==> config.mk <==
export PLATFORM = sky130hd
export DESIGN_NAME = uart_fifo_xcvr
export DESIGN_NICKNAME = d
export VERILOG_FILES = /design/src/rtl/uart_fifo_xcvr.sv
export SDC_FILE = /design/constraint.sdc
export NUM_CORES = 1
export LEC_CHECK = 0
export CORE_MARGIN = 2
export CORE_UTILIZATION = 35
export CTS_BUF_LIST = sky130_fd_sc_hd__clkbuf_2 sky130_fd_sc_hd__clkbuf_4 sky130_fd_sc_hd__clkbuf_8
export CTS_CLUSTER_DIAMETER = 120
export DETAILED_ROUTE_END_ITERATION = 12
export DONT_BUFFER_PORTS = 1
export GPL_ROUTABILITY_DRIVEN = 0
export RECOVER_POWER = 50
export SKIP_CTS_REPAIR_TIMING = 1
export SYNTH_ARGS = -nofsm -noshare
export SYNTH_HDL_FRONTEND = slang
export SYNTH_SLANG_ARGS = --single-unit
==> constraint.sdc <==
create_clock -name clk -period 2.9 [get_ports clk]
set_input_delay 0.29 -clock clk [delete_from_list [all_inputs] [get_ports clk]]
set_output_delay 0.29 -clock clk [all_outputs]
set_load 0.01 [all_outputs]
==> src/rtl/uart_fifo_xcvr.sv <==
// Full-duplex UART transceiver with TX/RX FIFOs and a configurable frame format.
//
// Ports:
//   clk, reset                 system clock, asynchronous active-high reset
//   UART_rxd / UART_txd        serial line in (asynchronous) / out (idle high)
//   tx_data, tx_valid, tx_ready TX FIFO write side
//   rx_data, rx_err, rx_valid, rx_ready
//                              RX FIFO head (zero when empty) and pop handshake;
//                              rx_err[0] = parity error, rx_err[1] = framing error
//   rx_overrun, clear_overrun  sticky dropped-byte flag and its synchronous clear
//   tx_busy                    serializer not idle
//   tx_count, rx_count         FIFO occupancy
module uart_fifo_xcvr #(
  parameter int unsigned CLK_FREQ   = 100_000_000,
  parameter int unsigned BAUD       = 115_200,
  parameter int unsigned DATA_BITS  = 8,
  parameter int unsigned PARITY     = 0,
  parameter int unsigned STOP_BITS  = 1,
  parameter int unsigned FIFO_DEPTH = 16,
  localparam int unsigned CW        = $clog2(FIFO_DEPTH) + 1
) (
  input  logic                 clk,
  input  logic                 reset,
  input  logic                 UART_rxd,
  output logic                 UART_txd,
  input  logic [DATA_BITS-1:0] tx_data,
  input  logic                 tx_valid,
  output logic                 tx_ready,
  output logic [DATA_BITS-1:0] rx_data,
  output logic [1:0]           rx_err,
  output logic                 rx_valid,
  input  logic                 rx_ready,
  output logic                 rx_overrun,
  input  logic                 clear_overrun,
  output logic                 tx_busy,
  output logic [CW-1:0]        tx_count,
  output logic [CW-1:0]        rx_count
);

  localparam int unsigned CLKS_PER_BIT = CLK_FREQ / BAUD;
  localparam int unsigned PW   = $clog2(FIFO_DEPTH);
  localparam int unsigned CNTW = $clog2(CLKS_PER_BIT * STOP_BITS);
  localparam int unsigned BW   = $clog2(DATA_BITS);

  localparam logic [CNTW-1:0] BitLast    = CNTW'(CLKS_PER_BIT - 1);
  localparam logic [CNTW-1:0] StopLast   = CNTW'(STOP_BITS * CLKS_PER_BIT - 1);
  localparam logic [CNTW-1:0] HalfBit    = CNTW'(CLKS_PER_BIT / 2);
  localparam logic [BW-1:0]   BitIdxLast = BW'(DATA_BITS - 1);
  localparam logic [CW-1:0]   Full       = CW'(FIFO_DEPTH);

  if (CLKS_PER_BIT < 4) begin : g_chk_baud
    $error("uart_fifo_xcvr: CLK_FREQ/BAUD must be at least 4");
  end
  if (DATA_BITS < 5 || DATA_BITS > 8) begin : g_chk_bits
    $error("uart_fifo_xcvr: DATA_BITS must be 5..8");
  end
  if (FIFO_DEPTH < 2 || (FIFO_DEPTH & (FIFO_DEPTH - 1)) != 0) begin : g_chk_depth
    $error("uart_fifo_xcvr: FIFO_DEPTH must be a power of 2, at least 2");
  end

  // ---------------------------------------------------------------- TX FIFO
  logic [DATA_BITS-1:0] tx_mem_q [FIFO_DEPTH];
  logic [PW-1:0]        tx_wptr_q, tx_rptr_q;
  logic [CW-1:0]        tx_fill_q;
  logic                 tx_push, tx_pop;

  assign tx_ready = (tx_fill_q != Full);
  assign tx_push  = tx_valid && tx_ready;
  assign tx_count = tx_fill_q;

  always_ff @(posedge clk) begin
    if (tx_push) tx_mem_q[tx_wptr_q] <= tx_data;
  end

  always_ff @(posedge clk or posedge reset) begin
    if (reset) begin
      tx_wptr_q <= '0;
      tx_rptr_q <= '0;
      tx_fill_q <= '0;
    end else begin
      if (tx_push) tx_wptr_q <= tx_wptr_q + PW'(1);
      if (tx_pop)  tx_rptr_q <= tx_rptr_q + PW'(1);
      if (tx_push && !tx_pop)      tx_fill_q <= tx_fill_q + CW'(1);
      else if (tx_pop && !tx_push) tx_fill_q <= tx_fill_q - CW'(1);
    end
  end

  // ---------------------------------------------------------------- TX FSM
  typedef enum logic [2:0] {TxIdle, TxStart, TxData, TxParity, TxStop} tx_state_e;

  tx_state_e            tx_state_q, tx_state_d;
  logic [CNTW-1:0]      tx_tmr_q, tx_tmr_d;
  logic [BW-1:0]        tx_bit_q, tx_bit_d;
  logic [DATA_BITS-1:0] tx_byte_q, tx_byte_d;
  logic                 txd_q, txd_d;
  logic                 tx_par;

  assign tx_par   = (PARITY == 1) ? ~^tx_byte_q : ^tx_byte_q;
  assign tx_busy  = (tx_state_q != TxIdle);
  assign UART_txd = txd_q;

  always_comb begin
    tx_state_d = tx_state_q;
    tx_tmr_d   = tx_tmr_q;
    tx_bit_d   = tx_bit_q;
    tx_byte_d  = tx_byte_q;
    tx_pop     = 1'b0;
    txd_d      = 1'b1;
    case (tx_state_q)
      TxIdle: begin
        if (tx_fill_q != '0) begin
          tx_pop     = 1'b1;
          tx_byte_d  = tx_mem_q[tx_rptr_q];
          tx_tmr_d   = BitLast;
          tx_state_d = TxStart;
        end
      end
      TxStart: begin
        txd_d = 1'b0;
        if (tx_tmr_q == '0) begin
          tx_tmr_d   = BitLast;
          tx_bit_d   = '0;
          tx_state_d = TxData;
        end else begin
          tx_tmr_d = tx_tmr_q - CNTW'(1);
        end
      end
      TxData: begin
        txd_d = tx_byte_q[tx_bit_q];
        if (tx_tmr_q == '0) begin
          tx_tmr_d = BitLast;
          tx_bit_d = tx_bit_q + BW'(1);
          if (tx_bit_q == BitIdxLast) begin
            if (PARITY != 0) begin
              tx_state_d = TxParity;
            end else begin
              tx_tmr_d   = StopLast;
              tx_state_d = TxStop;
            end
          end
        end else begin
          tx_tmr_d = tx_tmr_q - CNTW'(1);
        end
      end
      TxParity: begin
        txd_d = tx_par;
        if (tx_tmr_q == '0) begin
          tx_tmr_d   = StopLast;
          tx_state_d = TxStop;
        end else begin
          tx_tmr_d = tx_tmr_q - CNTW'(1);
        end
      end
      TxStop: begin
        if (tx_tmr_q == '0) tx_state_d = TxIdle;
        else                tx_tmr_d   = tx_tmr_q - CNTW'(1);
      end
      default: tx_state_d = TxIdle;
    endcase
  end

  // txd is registered from the current state, so the line lags the FSM by one clock.
  always_ff @(posedge clk or posedge reset) begin
    if (reset) begin
      tx_state_q <= TxIdle;
      tx_tmr_q   <= '0;
      tx_bit_q   <= '0;
      tx_byte_q  <= '0;
      txd_q      <= 1'b1;
    end else begin
      tx_state_q <= tx_state_d;
      tx_tmr_q   <= tx_tmr_d;
      tx_bit_q   <= tx_bit_d;
      tx_byte_q  <= tx_byte_d;
      txd_q      <= txd_d;
    end
  end

  // ---------------------------------------------------------------- RX FSM
  typedef enum logic [2:0] {RxIdle, RxStart, RxData, RxParity, RxStop} rx_state_e;

  logic [1:0]           rx_sync_q;
  logic                 rxs;
  rx_state_e            rx_state_q, rx_state_d;
  logic [CNTW-1:0]      rx_tmr_q, rx_tmr_d;
  logic [BW-1:0]        rx_bit_q, rx_bit_d;
  logic [DATA_BITS-1:0] rx_sh_q, rx_sh_d;
  logic                 rx_perr_q, rx_perr_d;
  logic                 rx_exp_par;
  logic                 rx_push;
  logic [DATA_BITS+1:0] rx_word;

  assign rxs        = rx_sync_q[1];
  assign rx_exp_par = (PARITY == 1) ? ~^rx_sh_q : ^rx_sh_q;

  always_comb begin
    rx_state_d = rx_state_q;
    rx_tmr_d   = rx_tmr_q;
    rx_bit_d   = rx_bit_q;
    rx_sh_d    = rx_sh_q;
    rx_perr_d  = rx_perr_q;
    rx_push    = 1'b0;
    rx_word    = {~rxs, rx_perr_q, rx_sh_q};
    case (rx_state_q)
      RxIdle: begin
        if (!rxs) begin
          rx_tmr_d   = HalfBit;
          rx_perr_d  = 1'b0;
          rx_state_d = RxStart;
        end
      end
      RxStart: begin
        if (rx_tmr_q == '0) begin
          // Line back high at mid-start: treat as a glitch.
          if (rxs) begin
            rx_state_d = RxIdle;
          end else begin
            rx_tmr_d   = BitLast;
            rx_bit_d   = '0;
            rx_state_d = RxData;
          end
        end else begin
          rx_tmr_d = rx_tmr_q - CNTW'(1);
        end
      end
      RxData: begin
        if (rx_tmr_q == '0) begin
          rx_sh_d[rx_bit_q] = rxs;
          rx_tmr_d          = BitLast;
          rx_bit_d          = rx_bit_q + BW'(1);
          if (rx_bit_q == BitIdxLast) rx_state_d = (PARITY != 0) ? RxParity : RxStop;
        end else begin
          rx_tmr_d = rx_tmr_q - CNTW'(1);
        end
      end
      RxParity: begin
        if (rx_tmr_q == '0) begin
          rx_perr_d  = (rxs != rx_exp_par);
          rx_tmr_d   = BitLast;
          rx_state_d = RxStop;
        end else begin
          rx_tmr_d = rx_tmr_q - CNTW'(1);
        end
      end
      RxStop: begin
        // Only the first stop bit is sampled; the byte is pushed even if flagged.
        if (rx_tmr_q == '0) begin
          rx_push    = 1'b1;
          rx_state_d = RxIdle;
        end else begin
          rx_tmr_d = rx_tmr_q - CNTW'(1);
        end
      end
      default: rx_state_d = RxIdle;
    endcase
  end

  always_ff @(posedge clk or posedge reset) begin
    if (reset) begin
      rx_sync_q  <= 2'b11;
      rx_state_q <= RxIdle;
      rx_tmr_q   <= '0;
      rx_bit_q   <= '0;
      rx_sh_q    <= '0;
      rx_perr_q  <= 1'b0;
    end else begin
      rx_sync_q  <= {rx_sync_q[0], UART_rxd};
      rx_state_q <= rx_state_d;
      rx_tmr_q   <= rx_tmr_d;
      rx_bit_q   <= rx_bit_d;
      rx_sh_q    <= rx_sh_d;
      rx_perr_q  <= rx_perr_d;
    end
  end

  // ---------------------------------------------------------------- RX FIFO
  logic [DATA_BITS+1:0] rx_mem_q [FIFO_DEPTH];
  logic [PW-1:0]        rx_wptr_q, rx_rptr_q;
  logic [CW-1:0]        rx_fill_q;
  logic                 rx_overrun_q;
  logic                 rx_full, rx_pop, rx_wr, rx_drop;
  logic [DATA_BITS+1:0] rx_head;

  assign rx_full    = (rx_fill_q == Full);
  assign rx_valid   = (rx_fill_q != '0);
  assign rx_pop     = rx_ready && rx_valid;
  // A simultaneous pop frees the slot, so a push into a full FIFO still lands.
  assign rx_wr      = rx_push && (!rx_full || rx_pop);
  assign rx_drop    = rx_push && rx_full && !rx_pop;
  assign rx_head    = rx_mem_q[rx_rptr_q];
  assign rx_data    = rx_valid ? rx_head[DATA_BITS-1:0] : '0;
  assign rx_err     = rx_valid ? rx_head[DATA_BITS+:2] : 2'b00;
  assign rx_count   = rx_fill_q;
  assign rx_overrun = rx_overrun_q;

  always_ff @(posedge clk) begin
    if (rx_wr) rx_mem_q[rx_wptr_q] <= rx_word;
  end

  always_ff @(posedge clk or posedge reset) begin
    if (reset) begin
      rx_wptr_q    <= '0;
      rx_rptr_q    <= '0;
      rx_fill_q    <= '0;
      rx_overrun_q <= 1'b0;
    end else begin
      if (rx_wr)  rx_wptr_q <= rx_wptr_q + PW'(1);
      if (rx_pop) rx_rptr_q <= rx_rptr_q + PW'(1);
      if (rx_wr && !rx_pop)      rx_fill_q <= rx_fill_q + CW'(1);
      else if (rx_pop && !rx_wr) rx_fill_q <= rx_fill_q - CW'(1);
      if (rx_drop)            rx_overrun_q <= 1'b1;
      else if (clear_overrun) rx_overrun_q <= 1'b0;
    end
  end

endmodule

After elaboration in Yosys (flattened, before gate mapping)
Memories as Yosys holds them, arrays and structs flattened. A register that Yosys moved wholly into a read port is not among the register bits.
Cells that the tools add are included.
{"block": "totals", "register_bits": 71, "ram_bits": 288, "in_bits": 14, "output_inout_bits": 25, "word_cells": 164, "memories": 2}
{"memory": "rx_mem_q", "words": 16, "word_bits": 10, "read_ports": 1, "rd_ports_with_merged_regs": 0, "write_ports": 1, "line": "277", "text": "logic [DATA_BITS+1:0] rx_mem_q [FIFO_DEPTH];"}
{"memory": "tx_mem_q", "words": 16, "word_bits": 8, "read_ports": 1, "rd_ports_with_merged_regs": 1, "write_ports": 1, "line": "62", "text": "logic [DATA_BITS-1:0] tx_mem_q [FIFO_DEPTH];"}
{"block": "op_classes", "addsub": 12, "n_lt_le_gt_ge": 3, "eq_ne": 29, "n_mux": 56, "bitwise_logic": 1, "n_reduce_logical": 44}
{"operator": "two-way mux 10 bit", "count": 8}
{"operator": "two-way mux 3 bit", "count": 16}
{"operator": "one-hot mux 10 bit (4 select lines)", "count": 1}
{"operator": "!= test 2 bit (second input constant)", "count": 15}
{"operator": "one-hot mux 10 bit (3 select lines)", "count": 1}
{"operator": "one-hot mux 3 bit (5 select lines)", "count": 2}
{"operator": "zero test 10 bit", "count": 2}
{"operator": "two-way mux 5 bit", "count": 4}
{"operator": "subtractor 10 x 1 -> 10 bit (second input constant)", "count": 2}
{"operator": "adder 4 x 1 -> 4 bit (second input constant)", "count": 4}
{"operator": "parity 8 bit", "count": 2}
{"operator": "two-way mux 1 bit", "count": 14}
{"operator": "equality test 3 x 2 -> 1 bit (second input constant)", "count": 4}
{"operator": "equality test 3 bit (second input constant)", "count": 4}
{"operator": "one-hot mux 3 bit (2 select lines)", "count": 2}
{"operator": "AND reduction 6 bit", "count": 2}
{"operator": "nonzero test 2 bit", "count": 6}
{"operator": "adder 5 x 1 -> 5 bit (second input constant)", "count": 2}
{"operator": "logical AND 1 bit", "count": 10}
{"operator": "nonzero test 5 bit", "count": 2}
{"operator": "subtractor 5 x 1 -> 5 bit (second input constant)", "count": 2}
{"operator": "AND reduction 3 bit", "count": 3}
{"operator": "bitwise mux 8 bit", "count": 1}
{"operator": "less-than comparator 3 x 4 -> 1 bit (second input constant)", "count": 2}
{"operator": "other kinds (23)", "count": 34}

Logic depth before layout (Yosys ltp)
Gate-level depths: netlist of run 1.
{"block": "depth", "depth_word": 8, "ltp_mapped": 13, "mapped_depth_nobuf": 13}

Worst setup path after synthesis of run 1
OpenSTA, ideal clock, no wires.
{"block": "synth_path", "path_type": "flip-flop to flip-flop", "from": "reg rx_fill_q[1] (netlist: rx_count[1])", "to": "reg rx_fill_q[4] (netlist: rx_count[4])", "setup_ns": 0.079, "arrival_time_ns": 3.100, "required_time_ns": 2.821, "setup_slack_ns": -0.280, "stages_incl_launch_ff": 12, "path_buffers": 0, "period_less_slack_ns": 3.180, "path_cell_list": "dfrtp_1 > or4_1 > or3b_2 > nor3b_2 > ha_1 > inv_1 > ha_1 > nor2b_1 > o21a_1 > or3_1 > a21oi_1 > xor2_1"}
{"block": "synth_via", "elab_chain_len": 7, "elab_cells_between_ends": 15, "cone_classes": "2 x add/sub; 1 x eq/ne; 2 x mux; 10 x reduce/logical"}
{"item": "start, declared", "line": "279", "text": "logic [CW-1:0] rx_fill_q;"}
{"item": "start signal, assigned", "line": "309", "text": "if (rx_wr && !rx_pop) rx_fill_q <= rx_fill_q + CW'(1);"}
{"item": "start signal, assigned", "line": "310", "text": "else if (rx_pop && !rx_wr) rx_fill_q <= rx_fill_q - CW'(1);"}
{"item": "equality test 5 bit or nonzero test 5 bit (tied branches)", "line": "284, 285"}
{"item": "zero test 1 bit or logical AND 1 bit (tied branches)", "line": "288, 286"}
{"item": "logical OR 1 bit *", "line": "288", "text": "assign rx_wr = rx_push && (!rx_full || rx_pop);"}
{"item": "logical AND 1 bit *", "line": "288"}
{"item": "named net rx_wr", "line": "281", "text": "logic rx_full, rx_pop, rx_wr, rx_drop;"}
{"item": "zero test 1 bit", "line": "310"}
{"item": "logical AND 1 bit", "line": "310"}
{"item": "nonzero test 2 bit (no line)"}
The timed path passes the listed nets; every way through them passes the cells marked *. The select of a mux whose other input is x is not followed.
A chain may end at the register's enable or synchronous reset.

Final worst setup path of run 1
{"block": "layout_path", "from": "reg rx_fill_q[3] (netlist: rx_count[3])", "to": "reg rx_fill_q[4] (netlist: rx_count[4])"}
The elaborated chain is that of the path after synthesis.

==> results of run 1 <==
## registers in the layout (all words and copies together), names as in the netlist, 3 cells and up
| register | cells |
|---|---|
| tx_count | 5 |
| rx_tmr_q | 10 |
| rx_count | 5 |
| tx_wptr_q | 4 |
| tx_tmr_q | 10 |
| tx_rptr_q | 4 |
| rx_mem_q | 160 |
| rx_state_q | 3 |
| tx_byte_q | 8 |
| tx_bit_q | 3 |
| rx_rptr_q | 4 |
| rx_bit_q | 3 |
| tx_mem_q | 128 |
| rx_sh_q | 8 |
| tx_state_q | 3 |
| rx_wptr_q | 4 |
## metrics by stage
| step | setup TNS [ns] | utilization | worst slack, ns | hold slack (ns) | area (µm²) |
|---|---|---|---|---|---|
| after floorplan | -0.0659 | - | -0.0659 | 0.294 | 15500 |
| after global placement | -0.0327 | 0.379 | -0.0327 | 0.295 | 16600 |
| after detailed placement | -0.0899 | 0.379 | -0.0899 | 0.295 | 16600 |
| after CTS | -2.93 | 0.408 | -0.323 | -0.399 | 17900 |
| after global routing | -0.986 | 0.418 | -0.163 | 0.0437 | 18300 |
| final | -0.146 | 0.418 | -0.0500 | 0.0532 | 18300 |
## kinds of logic (layout without fill, tap and decap cells)
kind of cell	count (synthesis)	in the layout	synth area share
flops	367	367	0.685
simple gates	211	211	0.0720
mux	109	109	0.140
compound gates	95	95	0.0403
buf+inv	71	234	0.0182
xor+xnor	37	37	0.0209
fa+ha+maj	28	28	0.0236
## worst max-delay path: cells and delay by family, from the launching register on
family / cells / cell delay, ns
xor+xnor: 1 / 0.15
compound gates: 2 / 0.35
fa+ha+maj: 2 / 0.36
simple gates: 5 / 1.57
buf+inv: 1 / 0.06
flops: 1 / 0.38
## layer usage
metal	vias to the layer above	GRT usage
met5	-	0
li1	3817	-
met2	182	0.233
met4	0	0.0449
met1	4166	0.178
met3	49	0.0323
## cell type report
cell class	count	area share
Sequential cell	367	0.580
Multi-Input combinational cell	480	0.258
Clock buffer	80	0.0556
Timing Repair Buffer	93	0.0462
Tap cell	592	0.0404
Clock inverter	35	0.0147
Inverter	26	0.00546
## cells in the final DEF, fill, tap and decap left out, drive strengths merged, types with 21 or more instances in the layout
cell,n
nand2,46
a21oi,21
edfxtp,288
mux4,85
nor2,61
inv,27
nor3,22
clkinv,30
xnor2,30
o21ai,25
clkbuf,83
dfrtp,76
buf,78
ha,26
## power groups by stage
stage	clock, mW	sequential [mW]	combinational, mW
after global routing	5.06	6.29	2.39
after detailed placement	0	6.39	1.85
after global placement	0	6.38	1.83
after CTS	4.82	6.29	1.86
final	4.69	6.26	2.18
after floorplan	0	6.23	1.32
## final timing paths
| check | slack [ns] | startpoint | depth (start not counted) | endpoint |
|---|---|---|---|---|
| setup / recovery | -0.05 | rx_count[3] | 11 | rx_count[4] |
| hold / removal | 0.05 | rx_ready | 3 | rx_rptr_q[0] |
| setup reg to reg | -0.05 | rx_count[3] | 11 | rx_count[4] |
| hold reg to reg | 0.36 | rx_sync_q[0] | 0 | rx_sync_q[1] |
| max in group asynchronous | 1.16 | reset | 3 | rx_rptr_q[0] |
| min in group asynchronous | 0.56 | reset | 2 | rx_tmr_q[3] |
==> flow_metrics.py, run 1 <==
metrics = {
    "global_routing": {
        "grt_pass1_vias": 8657,
        "wire_length_of_the_first_global_routing_pass_mm": 49.6,
        "grt_usage": 0.139,
        "grt_antenna_before_repair": 0,
        "globalRoute.totalOverflow": 0,
        "grt_max_degree": 73,
    },
    "synth": {
        "ys_dominant_reg_cell": "sky130_fd_sc_hd__edfxtp_1",
        "postSynthNetCount": 960,
        "synthMostInstantiatedCell": "sky130_fd_sc_hd__edfxtp_1",
        "synth_common_cells": "sky130_fd_sc_hd__edfxtp_1, sky130_fd_sc_hd__mux4_2, sky130_fd_sc_hd__dfrtp_1, sky130_fd_sc_hd__nor2_1, sky130_fd_sc_hd__nand2_1",
        "ys_warn_count": 0,
        "count_of_flip_flops_with_a_built_in_enable_after_synthesis": 288,
        "yosys_register_bits": 367,
        "netlist-cell-type-count": 67,
        "async_flop_share": 0.215,
        "netlist.area_leader.share": 0.558,
        "syn_area_mm2": 0.0155,
        "ys_seq_area_frac": 0.685,
        "synth_area_per_cell_um2": 16.9,
        "ranking_of_synthesized_cells_by_area": "sky130_fd_sc_hd__edfxtp_1, sky130_fd_sc_hd__mux4_2, sky130_fd_sc_hd__dfrtp_1",
        "synthDominantAreaCellType": "sky130_fd_sc_hd__edfxtp_1",
        "synthesis.instances": 918,
    },
    "critical_path": {
        "timing.critical_path.slowest_stage_cell": "sky130_fd_sc_hd__or4_4",
        "data_arrival_time_of_the_critical_path_ns": 3.52,
        "critical_path.endpoint_type": "register",
        "critPathMostFrequentCell": "sky130_fd_sc_hd__ha_4",
        "critPathMaxFanout": 3,
        "setup.worst_path.start_class": "register",
        "crit_path_max_incr_delay_ns": 0.55,
        "crit_type": "reg2reg",
        "crit_path_cell_trace": "or4_4, or3b_4, nor3b_4, ha_4, inv_4, ha_4, nor2b_4, o21a_1, or3_1, a21oi_2, xor2_1",
        "worstPathRequired_ns": 3.47,
    },
    "power_and_ir_drop": {
        "netSwitchingFraction": 0.263,
        "cellInternalPower_mw": 9.67,
        "power.total_mw": 13.1,
        "netSwitchingPower_mw": 3.46,
        "power.leakage_nw": 6.71,
        "power.share.combinational": 0.166,
        "max-vdd-ir-drop_mv": 0.418,
        "power.density_mw_per_mm2": 716,
        "power.sequential.fraction": 0.477,
        "pwr-share-clk": 0.357,
    },
    "sta": {
        "final_max_slew_viol_count": 73,
        "tightest_slew_ns": 1.66,
        "timing.clock.skew_ns": 0.0532,
        "finalSetupViolCount": 6,
        "timing.final.crit_share": 1.02,
        "final-hold-violation-count": 0,
        "worst_slew_margin_rel": -0.104,
        "final.min_clock_period_ns": 2.95,
        "clock.fmax_mhz": 339,
        "finalWorstSetupSlack_ns": -0.0500,
        "rsz0062_at_grt": "yes",
    },
    "drt": {
        "avgViaCountPerCell": 4.91,
        "postRouteWirelength_mm": 31.7,
        "remaining_drc_errors": 0,
        "dr_wl_met2_mm": 15.7,
        "num_vias": 8214,
        "detail_route.wl_per_cell_um": 18.9,
        "met3RoutedLength_mm": 1.36,
        "drt_pass1_iterations": 5,
        "routed.top_layer": "met4",
        "ant_nets": 0,
        "drt_first_iter_violations": 550,
        "wl_met1_mm": 14.0,
    },
    "floorplan": {
        "dieHeight_um": 214,
        "io_pins": 39,
        "core_area_mm2": 0.0439,
        "core.rowCount": 77,
        "initial_utilization": 0.353,
        "design.die.area_mm2": 0.0460,
        "die-width_um": 214,
    },
    "outcome": {
        "outcome": "finished with violations",
        "violations_in_the_final_reports": "max-capacitance violations, max-slew violations, negative setup slack",
    },
    "final_layout": {
        "layout_cell_share_with_drive_strength_beyond_1": 0.298,
        "fillers": 3982,
        "multi_input_area_mm2": 0.00473,
        "fin_nets": 1071,
        "antenna_cells_inserted": 0,
        "sequential_cell_area_mm2": 0.0106,
        "flow.area_growth_from_synthesis_pct": 18.3,
        "instances_no_fill": 1673,
    },
    "clock_tree": {
        "clock_insertion_delay_worst_skew_ns": 0.68,
        "cts_max_level": 2,
        "cts.sinks": 367,
        "clock_tree.buffer_depth": 3,
        "clkTransAtPathRegs_ns": 0.06,
        "cts_root_buf": "sky130_fd_sc_hd__clkbuf_8",
        "tritoncts": "done",
        "cts_inserted_buffers": 61,
    },
    "placement": {
        "place_hpwl_mm": 20.1,
        "placed_cells": 1531,
        "buffer_ports.inserted": 0,
    },
    "run": {
        "max_cap_viol_count": 1,
    },
    "worst_hold_path": {
        "hold_class": "in2reg",
    },
}
No activity file was read; power rests on OpenSTA's default activity.
==> inputs of run 2 (changes only) <==
--- a/config.mk
+++ b/config.mk
@@ -13,6 +13,7 @@
 export DONT_BUFFER_PORTS = 1
 export GPL_ROUTABILITY_DRIVEN = 0
 export RECOVER_POWER = 50
+export SETUP_SLACK_MARGIN = 0.2
 export SKIP_CTS_REPAIR_TIMING = 1
 export SYNTH_ARGS = -nofsm -noshare
 export SYNTH_HDL_FRONTEND = slang
==> run 2 against run 1 <==
  * The flow still finishes with violations (max-capacitance violations, max-slew violations, negative setup slack)
  * Via count grew 1.7%
  * Sequential power about the same
  * Clock skew grew 0.00085 ns
  * Sequential cell count unchanged
  * First-iteration DRC count down 6.5%
  * Sequential share of layout area shrank 0.48 points
  * Critical path depth did not move
  * Power rose by 1.3%
  * Core utilization rose by 0.36 points
  * Largest cell class unchanged
==> flow_metrics.py, run 2 (synthesis gave the netlist of run 1 again) <==
metrics = {
    "floorplan": {
        "initial_utilization": 0.353,
        "die-width_um": 214,
        "core.rowCount": 77,
        "design.die.area_mm2": 0.0460,
        "io_pins": 39,
        "dieHeight_um": 214,
        "core_area_mm2": 0.0439,
    },
    "power_and_ir_drop": {
        "power.density_mw_per_mm2": 719,
        "power.share.combinational": 0.173,
        "power.total_mw": 13.3,
        "max-vdd-ir-drop_mv": 0.452,
        "power.sequential.fraction": 0.469,
        "power.leakage_nw": 6.70,
        "pwr-share-clk": 0.358,
        "netSwitchingFraction": 0.262,
        "netSwitchingPower_mw": 3.48,
        "cellInternalPower_mw": 9.82,
    },
    "sta": {
        "clock.fmax_mhz": 343,
        "tightest_slew_ns": 1.65,
        "final_max_slew_viol_count": 35,
        "fin_hold_ws_ns": 0.0707,
        "timing.final.crit_share": 1.00,
        "fin_tns_setup_ns": -0.0179,
        "final-hold-violation-count": 0,
        "timing.clock.skew_ns": 0.0540,
        "finalSetupViolCount": 2,
        "worst_slew_margin_rel": -0.103,
        "rsz0062_at_grt": "yes",
        "finalWorstSetupSlack_ns": -0.0126,
        "final.min_clock_period_ns": 2.91,
    },
    "drt": {
        "drt_first_iter_violations": 514,
        "postRouteWirelength_mm": 32.5,
        "num_vias": 8355,
        "ant_nets": 0,
        "remaining_drc_errors": 0,
        "avgViaCountPerCell": 5.01,
        "drt_pass1_iterations": 5,
        "detail_route.wl_per_cell_um": 19.5,
    },
    "critical_path": {
        "r2r_setup_slack_ns": -0.01,
        "crit_path_max_incr_delay_ns": 0.52,
        "critPathMaxFanout": 2,
        "setup.worst_path.start_class": "register",
        "cp-startpoint": "rx_count[0]",
        "worstPathRequired_ns": 3.43,
        "crit-reg2reg-launch": "rx_count[0]",
        "crit_path_cell_trace": "or4_4, or3b_4, nor3b_4, ha_2, inv_2, ha_4, nor2b_4, o21a_1, or3_1, a21oi_2, xor2_1",
        "crit_type": "reg2reg",
        "timing.critical_path.slowest_stage_cell": "sky130_fd_sc_hd__or4_4",
        "cp.buffers_inverters": 1,
        "data_arrival_time_of_the_critical_path_ns": 3.45,
        "critical_path.endpoint_type": "register",
        "critical-path-top-delay-family": "simple AND/OR/NAND/NOR gates",
    },
    "clock_tree": {
        "clock_insertion_delay_worst_skew_ns": 0.65,
        "clock_tree.buffer_depth": 3,
        "cts_inserted_buffers": 60,
        "cts.sinks": 367,
        "cts_max_level": 2,
        "clkTransAtPathRegs_ns": 0.06,
        "cts_root_buf": "sky130_fd_sc_hd__clkbuf_8",
        "tritoncts": "done",
    },
    "global_routing": {
        "grt_pass1_vias": 8601,
        "wire_length_of_the_first_global_routing_pass_mm": 50.0,
        "grt_max_degree": 36,
        "grt_usage": 0.139,
        "globalRoute.totalOverflow": 0,
        "grt_antenna_before_repair": 4,
    },
    "final_layout": {
        "instances_no_fill": 1667,
        "most-common-layout-cells": "sky130_fd_sc_hd__edfxtp_1, sky130_fd_sc_hd__mux4_2, sky130_fd_sc_hd__dfrtp_1, sky130_fd_sc_hd__clkbuf_8, sky130_fd_sc_hd__buf_4",
        "regMostFlops": "rx_mem_q",
        "layout_commonest_cell": "sky130_fd_sc_hd__edfxtp_1",
        "largest_reg_flops": 160,
        "reg_top3": "rx_mem_q: 160 flops, tx_mem_q: 128 flops",
        "flow.area_growth_from_synthesis_pct": 19.3,
        "layout_cell_share_with_drive_strength_beyond_1": 0.312,
        "fin_nets": 1064,
    },
    "placement": {
        "place_hpwl_mm": 20.3,
        "place_ws_ns": -0.0439,
        "buffer_ports.inserted": 0,
        "placed_cells": 1522,
    },
    "run": {
        "max_cap_viol_count": 1,
    },
    "worst_hold_path": {
        "hold_class": "in2reg",
        "holdCritStartpoint": "tx_valid",
    },
    "outcome": {
        "outcome": "finished with violations",
        "violations_in_the_final_reports": "max-capacitance violations, max-slew violations, negative setup slack",
    },
}
run 2: cell types whose count changed in the layout (fill, tap and decap cells not counted), moves of 5 or more:
cell | before | now
sky130_fd_sc_hd__nor2_4 | 0 | 8
sky130_fd_sc_hd__nor2_2 | 6 | 1
sky130_fd_sc_hd__clkinv_2 | 15 | 5
sky130_fd_sc_hd__clkbuf_4 | 13 | 24
sky130_fd_sc_hd__buf_6 | 7 | 2
sky130_fd_sc_hd__buf_4 | 66 | 57
run 2: final timing paths:
check,to,cells after the start
max in group asynchronous,rx_count[4],3
worst min-delay path,tx_wptr_q[0],3
worst max register to register,rx_count[4],11
worst min register to register,rx_sync_q[1],0
min in group asynchronous,tx_count[4],2
worst max-delay path,rx_count[4],11
run 2: power by group through the flow:
stage / Combinational, mW / Clock, mW / Sequential (mW)
floorplan: 1.32 / 0 / 6.24
global placement: 1.85 / 0 / 6.34
detailed placement: 1.88 / 0 / 6.35
CTS: 1.88 / 4.91 / 6.25
global route: 2.51 / 5.13 / 6.27
finish: 2.30 / 4.77 / 6.24
run 2: worst min-delay path, delay by kind of cell:
family,cells,cell delay (ns)
simple gates,1,0.14
xor+xnor,1,0.07
buf+inv,1,0.17
run 2: area by class of cell:
class	count	area, µm²
Timing Repair Buffer	87	853
Fill cell	3957	25400
Clock inverter	20	163
Antenna cell	1	2.50
Inverter	26	98.8
Sequential cell	367	10600
Clock buffer	94	1140
Tap cell	592	741
Multi-Input combinational cell	480	4860
run 2: per-layer routing:
metal | up-vias | GRT usage | part of all wire
met5 | - | 0 | 0.0013
met4 | 6 | 0.0458 | 0.020
met3 | 58 | 0.0306 | 0.052
met2 | 189 | 0.227 | 0.49
met1 | 4298 | 0.185 | 0.44
li1 | 3804 | - | -
run 2: through the flow:
stage,instance area [µm²],utilization
finish,18500,0.421
floorplan,15500,-
CTS,17900,0.407
global placement,16600,0.378
global route,18500,0.421
detailed placement,16600,0.378
